[src/rtl/fp_round_pack_if.sv]
// Operand/result handshake bundle for fp_round_pack: valid/ready on both sides.
// slave = rounding stage, master = upstream normalizer plus downstream consumer.
interface fp_round_pack_if;
  logic        in_valid;
  logic        in_ready;
  logic        mode_fp;
  logic        sign;
  logic [48:0] mant;
  logic [8:0]  exp;
  logic [4:0]  flags_in;
  logic        out_valid;
  logic        out_ready;
  logic [31:0] result;
  logic [4:0]  flags;

  modport slave (
    input  in_valid, mode_fp, sign, mant, exp, flags_in, out_ready,
    output in_ready, out_valid, result, flags
  );

  modport master (
    output in_valid, mode_fp, sign, mant, exp, flags_in, out_ready,
    input  in_ready, out_valid, result, flags
  );
endinterface

[src/rtl/fp_round_pack.sv]
// RNE rounding and IEEE-754 packing (half/single); 2-cycle latency, one op per clock.
// Output held while out_valid & !out_ready; in_ready drops only when both stages are full and stalled.
module fp_round_pack #(
  parameter bit FLUSH_SUBNORMAL = 1'b0
) (
  input logic clk,
  input logic rst,
  fp_round_pack_if.slave bus
);

  localparam logic [9:0]  MAX_SINGLE = 10'd254;
  localparam logic [9:0]  MAX_HALF   = 10'd30;
  localparam logic [31:0] QNAN_SINGLE = 32'h7FC0_0000;
  localparam logic [31:0] QNAN_HALF   = 32'h0000_7E00;
  localparam logic [31:0] INF_SINGLE  = 32'h7F80_0000;
  localparam logic [31:0] INF_HALF    = 32'h0000_7C00;

  logic        s1_valid, s2_valid, s2_adv, in_fire;
  logic        s1_mode, s1_sign, s1_inexact, s1_zero;
  logic [24:0] s1_sig;
  logic [8:0]  s1_exp;
  logic [4:0]  s1_flags;
  logic [31:0] res_q;
  logic [4:0]  flg_q;

  assign s2_adv       = !s2_valid || bus.out_ready;
  assign bus.in_ready = !s1_valid || s2_adv;
  assign in_fire      = bus.in_valid && bus.in_ready;
  assign bus.out_valid = s2_valid;
  assign bus.result    = res_q;
  assign bus.flags     = flg_q;

  // Stage 1: split fields by precision and apply round-to-nearest-even.
  logic        g_bit, s_bit, l_bit, inc;
  logic [24:0] base, sig_rnd;

  always_comb begin
    base  = '0;
    g_bit = 1'b0;
    s_bit = 1'b0;
    l_bit = 1'b0;
    if (bus.mode_fp) begin
      base  = {1'b0, bus.mant[47:24]};
      g_bit = bus.mant[23];
      s_bit = |bus.mant[22:0];
      l_bit = bus.mant[24];
    end else begin
      base  = {14'b0, bus.mant[47:37]};
      g_bit = bus.mant[36];
      s_bit = |bus.mant[35:0];
      l_bit = bus.mant[37];
    end
    inc     = g_bit && (s_bit || l_bit);
    sig_rnd = base + {24'b0, inc};
  end

  // Stage 2: renormalize a rounding carry, then classify and pack.
  logic        carry, hidden;
  logic [23:0] sig_adj;
  logic [9:0]  exp_adj, exp_max;
  logic [31:0] signed_zero, res_n;
  logic [4:0]  flg_n;

  always_comb begin
    carry       = s1_mode ? s1_sig[24] : s1_sig[11];
    sig_adj     = carry ? s1_sig[24:1] : s1_sig[23:0];
    exp_adj     = {1'b0, s1_exp} + {9'b0, carry};
    hidden      = s1_mode ? sig_adj[23] : sig_adj[10];
    exp_max     = s1_mode ? MAX_SINGLE : MAX_HALF;
    signed_zero = s1_mode ? {s1_sign, 31'b0} : {16'b0, s1_sign, 15'b0};
    flg_n       = {s1_flags[4:1], s1_flags[0] | s1_inexact};
    res_n       = s1_mode ? {s1_sign, exp_adj[7:0], sig_adj[22:0]}
                          : {16'b0, s1_sign, exp_adj[4:0], sig_adj[9:0]};
    if (s1_flags[1]) begin
      res_n = s1_mode ? QNAN_SINGLE : QNAN_HALF;
    end else if (s1_zero) begin
      res_n = signed_zero;
      flg_n = {2'b00, s1_flags[2:1], 1'b0};
    end else if (exp_adj > exp_max) begin
      res_n    = signed_zero | (s1_mode ? INF_SINGLE : INF_HALF);
      flg_n[4] = 1'b1;
      flg_n[0] = 1'b1;
    end else if (exp_adj == 10'd0) begin
      res_n    = signed_zero;
      flg_n[3] = 1'b1;
    end else if (!hidden) begin
      if (FLUSH_SUBNORMAL) begin
        res_n    = signed_zero;
        flg_n[3] = 1'b1;
      end else begin
        res_n    = s1_mode ? {s1_sign, 8'b0, sig_adj[22:0]}
                           : {16'b0, s1_sign, 5'b0, sig_adj[9:0]};
        flg_n[3] = flg_n[3] | s1_inexact;
      end
    end
  end

  always_ff @(posedge clk) begin
    if (rst) begin
      s1_valid   <= 1'b0;
      s2_valid   <= 1'b0;
      s1_mode    <= 1'b0;
      s1_sign    <= 1'b0;
      s1_inexact <= 1'b0;
      s1_zero    <= 1'b0;
      s1_sig     <= '0;
      s1_exp     <= '0;
      s1_flags   <= '0;
      res_q      <= '0;
      flg_q      <= '0;
    end else begin
      s1_valid <= in_fire || (s1_valid && !s2_adv);
      if (in_fire) begin
        s1_mode    <= bus.mode_fp;
        s1_sign    <= bus.sign;
        s1_inexact <= g_bit || s_bit;
        s1_zero    <= (bus.mant == 49'd0);
        s1_sig     <= sig_rnd;
        s1_exp     <= bus.exp;
        s1_flags   <= bus.flags_in;
      end
      if (s2_adv) begin
        s2_valid <= s1_valid;
        if (s1_valid) begin
          res_q <= res_n;
          flg_q <= flg_n;
        end
      end
    end
  end

endmodule

[src/flat_wrapper.sv]
// flat-port wrapper written by rule: the top's interface ports become plain ports
module fp_round_pack_flat 
#(
  parameter bit FLUSH_SUBNORMAL = 1'b0
)
  (clk, rst, bus_in_valid, bus_mode_fp, bus_sign, bus_mant, bus_exp, bus_flags_in, bus_out_ready, bus_in_ready, bus_out_valid, bus_result, bus_flags);
  fp_round_pack_if bus_i ();
  input logic clk;
  input logic rst;
  input wire logic [$bits(bus_i.in_valid)-1:0] bus_in_valid;
  input wire logic [$bits(bus_i.mode_fp)-1:0] bus_mode_fp;
  input wire logic [$bits(bus_i.sign)-1:0] bus_sign;
  input wire logic [$bits(bus_i.mant)-1:0] bus_mant;
  input wire logic [$bits(bus_i.exp)-1:0] bus_exp;
  input wire logic [$bits(bus_i.flags_in)-1:0] bus_flags_in;
  input wire logic [$bits(bus_i.out_ready)-1:0] bus_out_ready;
  output wire logic [$bits(bus_i.in_ready)-1:0] bus_in_ready;
  output wire logic [$bits(bus_i.out_valid)-1:0] bus_out_valid;
  output wire logic [$bits(bus_i.result)-1:0] bus_result;
  output wire logic [$bits(bus_i.flags)-1:0] bus_flags;
  assign bus_i.in_valid = bus_in_valid;
  assign bus_i.mode_fp = bus_mode_fp;
  assign bus_i.sign = bus_sign;
  assign bus_i.mant = bus_mant;
  assign bus_i.exp = bus_exp;
  assign bus_i.flags_in = bus_flags_in;
  assign bus_i.out_ready = bus_out_ready;
  assign bus_in_ready = bus_i.in_ready;
  assign bus_out_valid = bus_i.out_valid;
  assign bus_result = bus_i.result;
  assign bus_flags = bus_i.flags;
  fp_round_pack #(.FLUSH_SUBNORMAL(FLUSH_SUBNORMAL)) u_core (.clk(clk), .rst(rst), .bus(bus_i));
endmodule
[config.mk]
export PLATFORM = sky130hd
export DESIGN_NAME = fp_round_pack_flat
export DESIGN_NICKNAME = d
export VERILOG_FILES = /design/src/rtl/fp_round_pack_if.sv /design/src/rtl/fp_round_pack.sv /design/src/flat_wrapper.sv
export SDC_FILE = /design/constraint.sdc
export NUM_CORES = 1
export LEC_CHECK = 0
export CORE_ASPECT_RATIO = 1.4
export CORE_MARGIN = 8
export CORE_UTILIZATION = 45
export CTS_CLUSTER_DIAMETER = 100
export DETAILED_ROUTE_END_ITERATION = 8
export MAX_ROUTING_LAYER = met4
export PLACE_DENSITY = 0.76
export SLEW_MARGIN = 30
export SYNTH_ARGS = -nofsm -noshare
export SYNTH_HDL_FRONTEND = slang
export SYNTH_SLANG_ARGS = --single-unit
[constraint.sdc]
create_clock -name clk -period 4.8 [get_ports clk]
set_clock_uncertainty 0.15 [all_clocks]
set_input_delay 1.44 -clock clk [delete_from_list [all_inputs] [get_ports clk]]
set_output_delay 1.44 -clock clk [all_outputs]
set_load 0.005 [all_outputs]
# Word-level counts from Yosys, hierarchy flattened
# Cells that the tools add are included.
# Widths: inputs -> output; s select.
[totals]
elab_cells = 59
register_bits = 82
out_inout_bits = 39
[op_classes]
order_cmp = 1
bitwise = 3
addsub = 2
muxes = 26
n_reduce_logical = 16
[ops]
columns = ["cell", "count"]
rows = [
  ["$mux 32", 8],
  ["$mux 31", 2],
  ["$logic_not 49->1", 1],
  ["$mux 24", 2],
  ["$reduce_or 36->1", 1],
  ["$or 32x32->32", 1],
  ["$add 24x1->25", 1],
  ["$reduce_or 23->1", 1],
  ["$mux 1", 11],
  ["$add 9x1->10", 1],
  ["$gt 10x10->1", 1],
  ["$logic_not 10->1", 1],
  ["$mux 8", 1],
  ["$logic_or 1x1->1", 5],
  ["$mux 5", 1],
  ["$logic_and 1x1->1", 3],
  ["$logic_not 1->1", 3],
  ["$mux 2", 1],
  ["$or 1x1->1", 2],
  ["$reduce_and 2->1", 1],
]

# Logic depth before layout (Yosys ltp)
# Gate-level depths: netlist (run 1).
[logic_depth]
ltp_word = 8
ltp_mapped = 21
mapped_depth_nobuf = 15

# Worst setup path after synthesis (run 1)
# No wires, ideal clock.
[synth_timing]
kind = "register to register"
start = "register u_core.s1_mode"
end = "register u_core.res_q[11], in the netlist u_core.bus.result[11]"
arrival_ps = 4242
n_path_buf = 6
setup_slack_ps = 338
period_less_slack_ps = 4462
required_ps = 4580
stages_incl_launch_ff = 21
path_cell_list = "dfxtp_1 -> buf_2 -> clkinv_1 -> a21boi_0 -> buf_1 -> clkbuf_1 -> inv_1 -> ha_1 -> ha_1 -> buf_2 -> nand2_1 -> or3_1 -> xnor2_1 -> ha_1 -> nand3b_1 -> or4_1 -> a21oi_1 -> buf_4 -> buf_2 -> nand4_1 -> a21oi_1"
[synth_via]
elab_chain_cells = 8
elab_cells_between_ends = 17
[synth_lines]
columns = ["element", "line_no", "rtl"]
rows = [
  ["start, declared", "fp_round_pack.sv:19", "logic s1_mode, s1_sign, s1_inexact, s1_zero;"],
  ["start signal, assigned", "fp_round_pack.sv:114", "s1_mode <= bus.mode_fp;"],
  ["branches (longest 7 deep; another with $add 9x1->10)", "--", ""],
  ["$mux 32 *", "fp_round_pack.sv:74", "if (s1_flags[1]) begin"],
  ["end signal, assigned", "fp_round_pack.sv:125", "res_q <= res_n;"],
  ["end, declared", "fp_round_pack.sv:23", "logic [31:0] res_q;"],
]
# Every way passes the cells marked *.
# A chain may end at the register's enable or synchronous reset.

# Worst setup path after layout (run 1)
[layout_timing]
start = "input bus_out_ready"
end = "output bus_in_ready"
[layout_via]
elab_chain_cells = 2
[layout_lines]
columns = ["element", "line_no", "rtl"]
rows = [
  ["start, declared", "flat_wrapper.sv:16", "input wire logic [$bits(bus_i.out_ready)-1:0] bus_out_ready;"],
  ["$logic_or 1x1->1", "fp_round_pack.sv:26", "assign s2_adv = !s2_valid || bus.out_ready;"],
  ["$logic_or 1x1->1", "fp_round_pack.sv:27", "assign bus.in_ready = !s1_valid || s2_adv;"],
  ["end, declared", "flat_wrapper.sv:17", "output wire logic [$bits(bus_i.in_ready)-1:0] bus_in_ready;"],
]
# Every way passes these cells.

==> flow_summary.toml, run 1 <==
[status]
outcome = "completed"

[clock_network]
cts_tree = "built"
insertion_delay_ps = 340
clkTransAtPathRegs_ps = 60
ctsResizeCount = 0
cts.sinks = 82
cts_setup_buffers = 0
root_buffer = "clkbuf_16"
cts_max_level = 3
ctsLongestPathBuffers = 2
cts.hold.buffers_added = 0
cts_buffers = 9

[logic_synthesis]
syn_nets = 652
synth_flop_cell = "dfxtp_1"
synth-async-reset-ratio_pct = 0
synth_seq_cells = 82
synth_edf_count = 0
synth_cell_types = 52
yosysSeqAreaShare_pct = 36.63
synth_area_mm2 = 0.004482
syn_inst = 574
synth.avg_cell_area_um2 = 7.808
ys_warn_count = 0

[run]
cap_violations = 0

[sta]
fin_crit_sh_pct = 88.90
max_freq_ghz = 0.2343
worst_pin_slew_ps = 939.2
fin_crit_ps = 4267
timing.hold.ws_ps = 303.0
finalSetupTns_ps = 0
slew_headroom_pct = 37.16
drv_slew = 0
hold_viol_final = 0
setup-violations-final = 0
fin_ws_ps = 532.8
rsz0062_at_grt = "no"

[floorplan]
core_mm2 = 0.009792
floorplan.die.height_um = 134.1
io_pins = 108
die-area_mm2 = 0.01345
die_w_um = 100.3
start_util_pct = 45.77
rows = 43

[routing]
drt.antenna.violating_nets = 0
first_iter_violations = 259
route.vias.total = 4463
dr_wl_met2_um = 6206
dr_wl_met3_um = 657
drc_errors = 0
dr.pass1.iters = 5
drt-met1-wl_um = 5596
wirelength_um = 12810
viasPerCell = 5.503
wire_per_inst_um = 15.80
top_layer_used = "met4"

[placed_design]
post_dp_cell_area_mm2 = 0.005689
place_inst = 795
numPortBuffers = 107
routabilityCongestion = 0.9596
preCtsSetupSlack_ps = 279.7
dpl.hpwl_um = 10120

[final_layout]
final_area_mm2 = 0.006016
diodes = 0
layout.nets = 749
area_growth_pct = 34.23
instances_no_fill = 811
layout_common_cells = "nand2_1, clkdlybuf4s50_1, dfxtp_1, a21oi_1, o21ai_0"
layout_commonest_cell = "nand2_1"
post-route-util_pct = 61.44
final_layout_size_suffix_gt1_share_pct = 6.509

[global_routing]
grtUsageTotal_pct = 19.87
grt_pass1_vias = 4449
grt_first_pass_wirelength_um = 21330
antenna_found_initial = 0
gr-total-overflow = 0
grt_max_degree = 36

[power]
ir_drop_uv = 167.4
power.leakage_nw = 2.269
power_mw = 1.763
power_density_mw_per_mm2 = 293.1

[critical_path]
critPathLaunchType = "input port"
critPathMaxFanout = 3
cp.arrival_ps = 2680
crit_path_end_kind = "output port"
cp.required_ps = 3210
criticalPathCategory = "input port to output port"

[worst_hold_path]
hold_class = "register to register"
-- metal layers --
metal  GRT usage [%]  up-vias
met4           8.523        0
met3           3.371       24
met1           23.11     2050
li1                -     2230
met2           32.83      159
met5               -        -
-- kinds of logic (layout without fill, tap and decap cells) --
kind of cell,count (synthesis),count (layout),synth area share [%]
adder cells (fa/ha/maj),9,9,2.513
XOR/XNOR,29,29,5.667
AND/OR/NAND/NOR,232,232,24.46
flip-flops,82,82,36.63
AO/OA/AOI/OAI,137,137,18.48
buffers and inverters,52,154,4.746
multiplexers,33,33,7.510
-- final timing paths --
check                 startpoint                   end  slack (ps)  depth (start not counted)
max                bus_out_ready          bus_in_ready         530                          4
min          u_core.bus.flags[1]   u_core.bus.flags[1]         300                          2
max reg2reg       u_core.s1_mode  u_core.bus.result[7]         730                         15
min reg2reg  u_core.bus.flags[1]   u_core.bus.flags[1]         300                          2
-- layout make-up --
cell class,count,area (um^2)
clock inverter,7,101.3
multi-input combinational,440,2635
inverter,16,60.06
timing repair buffer,122,1184
clock buffer,9,225.2
tap,135,168.9
sequential,82,1642
fill,883,3776
-- state kept, by name, summed over array words and instances (netlist names) --
register,count
u_core.s1_mode,1
u_core.bus.result,32
u_core.s1_inexact,1
u_core.s1_valid,1
u_core.bus.out_valid,1
u_core.s1_exp,9
u_core.bus.flags,5
u_core.s1_zero,1
u_core.s1_sig,25
u_core.s1_flags,5
u_core.s1_sign,1
-- critical path, stage by stage --
cell,delay (ps)
clkdlybuf4s50_1,410
nor2b_1,230
nand2_1,140
clkdlybuf4s50_1,460
-- cell usage after synthesis, types with 13 or more instances --
| library cell | n | area share, % |
|---|---|---|
| nor2_1 | 35 | 2.9 |
| xnor2_1 | 22 | 4.3 |
| nand3_1 | 21 | 2.3 |
| a21oi_1 | 57 | 6.4 |
| nor3_1 | 14 | 1.6 |
| o21ai_0 | 43 | 4.8 |
| nand4_1 | 13 | 1.8 |
| inv_1 | 15 | 1.3 |
| clkbuf_1 | 25 | 2.1 |
| nand2_1 | 110 | 9.2 |
| dfxtp_1 | 82 | 37 |
| mux2i_1 | 28 | 6.3 |
-- power breakdown --
group	internal, mW	switching [mW]
sequential	0.713	0.0266
clock	0.459	0.279
combinational	0.139	0.146
total	1.31	0.452
No activity file was read; power rests on OpenSTA's default activity.
==> run 2: changes to the inputs <==
Settings changed: CTS_CLUSTER_DIAMETER 100 to 40.
==> results of run 2 <==
Final layout, timing and power as in run 1 (identical DEF).
==> run 3: changes to the inputs <==
Settings changed: ABC_AREA set to 1, PLACE_DENSITY 0.76 to 0.75.
==> flow_summary.toml, run 3 <==
[floorplan]
die_w_um = 105.3
die-area_mm2 = 0.01485
rows = 45
floorplan.die.height_um = 141
start_util_pct = 46.22
core_mm2 = 0.01087
io_pins = 108

[global_routing]
gr-total-overflow = 0
grt_first_pass_wirelength_um = 23230
grt_max_degree = 46
antenna_found_initial = 0
grtUsageTotal_pct = 19.20
grt_pass1_vias = 5018

[final_layout]
layout_common_cells = "nand2_1, clkdlybuf4s50_1, inv_1, dfxtp_1, a21oi_1"
layout_commonest_cell = "nand2_1"
layout.nets = 938
final_layout_size_suffix_gt1_share_pct = 8.324
diodes = 0
largest_reg_flops = 32
area_growth_pct = 28.40
fill_cells = 1061

[sta]
drv_slew = 0
hold_viol_final = 0
worst_pin_slew_ps = 714.1
max_freq_ghz = 0.2406
slew_headroom_pct = 52.39
finalSetupTns_ps = 0
fin_crit_ps = 4157
rsz0062_at_grt = "no"
fin_crit_sh_pct = 86.60
fin_ws_ps = 643.3
timing.hold.ws_ps = 311.5
setup-violations-final = 0

[logic_synthesis]
syn_nets = 847
synth.most_common_cell = "nand2_1"
synth_flop_cell = "dfxtp_1"
synth-async-reset-ratio_pct = 0
synth_area_leaders = "dfxtp_1, nand2_1, a21oi_1, o21ai_0, nand3_1"
yosys.area.top_type = "dfxtp_1"
ys_warn_count = 0
synth_edf_count = 0
yosysSeqAreaShare_pct = 32.69
synth_seq_cells = 82
syn_inst = 769
synth.avg_cell_area_um2 = 6.531
synth_top_area_share_pct = 32.69
synth_cell_types = 41
synthTopCellsByCount = "nand2_1, inv_1, dfxtp_1, a21oi_1, o21ai_0"
synth_area_mm2 = 0.005022

[clock_network]
cts_tree = "built"
cts_buffers = 9
insertion_delay_ps = 340
ctsLongestPathBuffers = 2
ctsResizeCount = 0
root_buffer = "clkbuf_16"
cts.sinks = 82
cts_max_level = 3
cts_setup_buffers = 0
clkTransAtPathRegs_ps = 60
cts.hold.buffers_added = 0

[routing]
drc_errors = 0
dr.pass1.iters = 5
wirelength_um = 14010
drt.antenna.violating_nets = 0
first_iter_violations = 364
route.vias.total = 5226
viasPerCell = 5.195
wire_per_inst_um = 13.92

[critical_path]
r2r-end = "u_core.bus.result[28]"
cp.required_ps = 3210
setup.worst_path.end = "bus_in_ready"
critPathLaunch = "bus_out_ready"
rr_worst_depth = 19
cp.arrival_ps = 2570
timing.rr.start = "u_core.s1_mode"
crit_path_end_kind = "output port"
reg2reg_setup_slack_ps = 1400
criticalPathCategory = "input port to output port"
critPathLaunchType = "input port"
critPathMaxFanout = 3

[placed_design]
preCtsSetupSlack_ps = 649.4
dpl.hpwl_um = 10840
numPortBuffers = 107
routabilityCongestion = 0.9792

[power]
power_density_mw_per_mm2 = 287.8
power_mw = 1.856
power.leakage_nw = 2.741
ir_drop_uv = 186.0

[run]
cap_violations = 0

[worst_hold_path]
hold_class = "register to register"

[status]
outcome = "completed"
run 3: where the power goes:
part	switching, mW	internal (mW)	leakage, nW
clock network	0.265	0.468	0.156
registers	0.0279	0.722	0.675
logic	0.216	0.158	1.91
run 3: critical path, stage by stage:
cell and delay, ps:
clkdlybuf4s50_1 460, inv_1 50, nand3_1 100, clkdlybuf4s50_1 520
run 3: layout make-up:
class	count	area, um^2	share of cell area [%]
clock buffer	11	242.7	3.764
multi-input combinational	554	2814	43.64
sequential	82	1642	25.46
timing repair buffer	113	1116	17.31
inverter	100	380.4	5.898
tap	141	176.4	2.736
clock inverter	5	77.57	1.203
run 3: logic make-up (layout without fill, tap and decap cells):
| logic type | Yosys count | count (layout) | synth area share, % |
|---|---|---|---|
| AO/OA/AOI/OAI | 178 | 178 | 19.51 |
| XOR/XNOR | 11 | 11 | 1.918 |
| adder cells (fa/ha/maj) | 9 | 9 | 2.242 |
| buffers and inverters | 133 | 229 | 11.29 |
| flip-flops | 82 | 82 | 32.69 |
| AND/OR/NAND/NOR | 356 | 356 | 32.36 |
run 3: worst min-delay path by stage:
stage	start	endpoint	slack [ps]	depth (start not counted)
3_3_place_gp	u_core.s1_flags[3]	u_core.s1_flags[3]	300	2
3_5_place_dp	u_core.s1_flags[3]	u_core.s1_flags[3]	300	2
2_1_floorplan	u_core.s1_flags[3]	u_core.s1_flags[3]	280	2
4_1_cts	u_core.s1_flags[3]	u_core.s1_flags[3]	310	2
6_report	u_core.s1_flags[3]	u_core.s1_flags[3]	310	2
5_1_grt	u_core.bus.result[17]	u_core.bus.result[17]	330	2
run 3: layer usage:
layer	share of wire [%]	up-vias	GRT usage [%]
met5	0	-	-
met4	2.3	0	8.371
met3	4.7	26	2.783
met2	48	174	31.74
met1	45	2321	22.64
li1	-	2705	-
run 3: through the flow:
| stage | area (um^2) | std cells | utilization (%) |
|---|---|---|---|
| 2_1_floorplan | 5022 | 769 | - |
| 3_3_place_gp | 6128 | 990 | 56.40 |
| 3_5_place_dp | 6128 | 990 | 56.40 |
| 4_1_cts | 6449 | 1006 | 59.34 |
| 5_1_grt | 6449 | 1006 | 59.34 |
| 6_report | 6449 | 1006 | 59.34 |
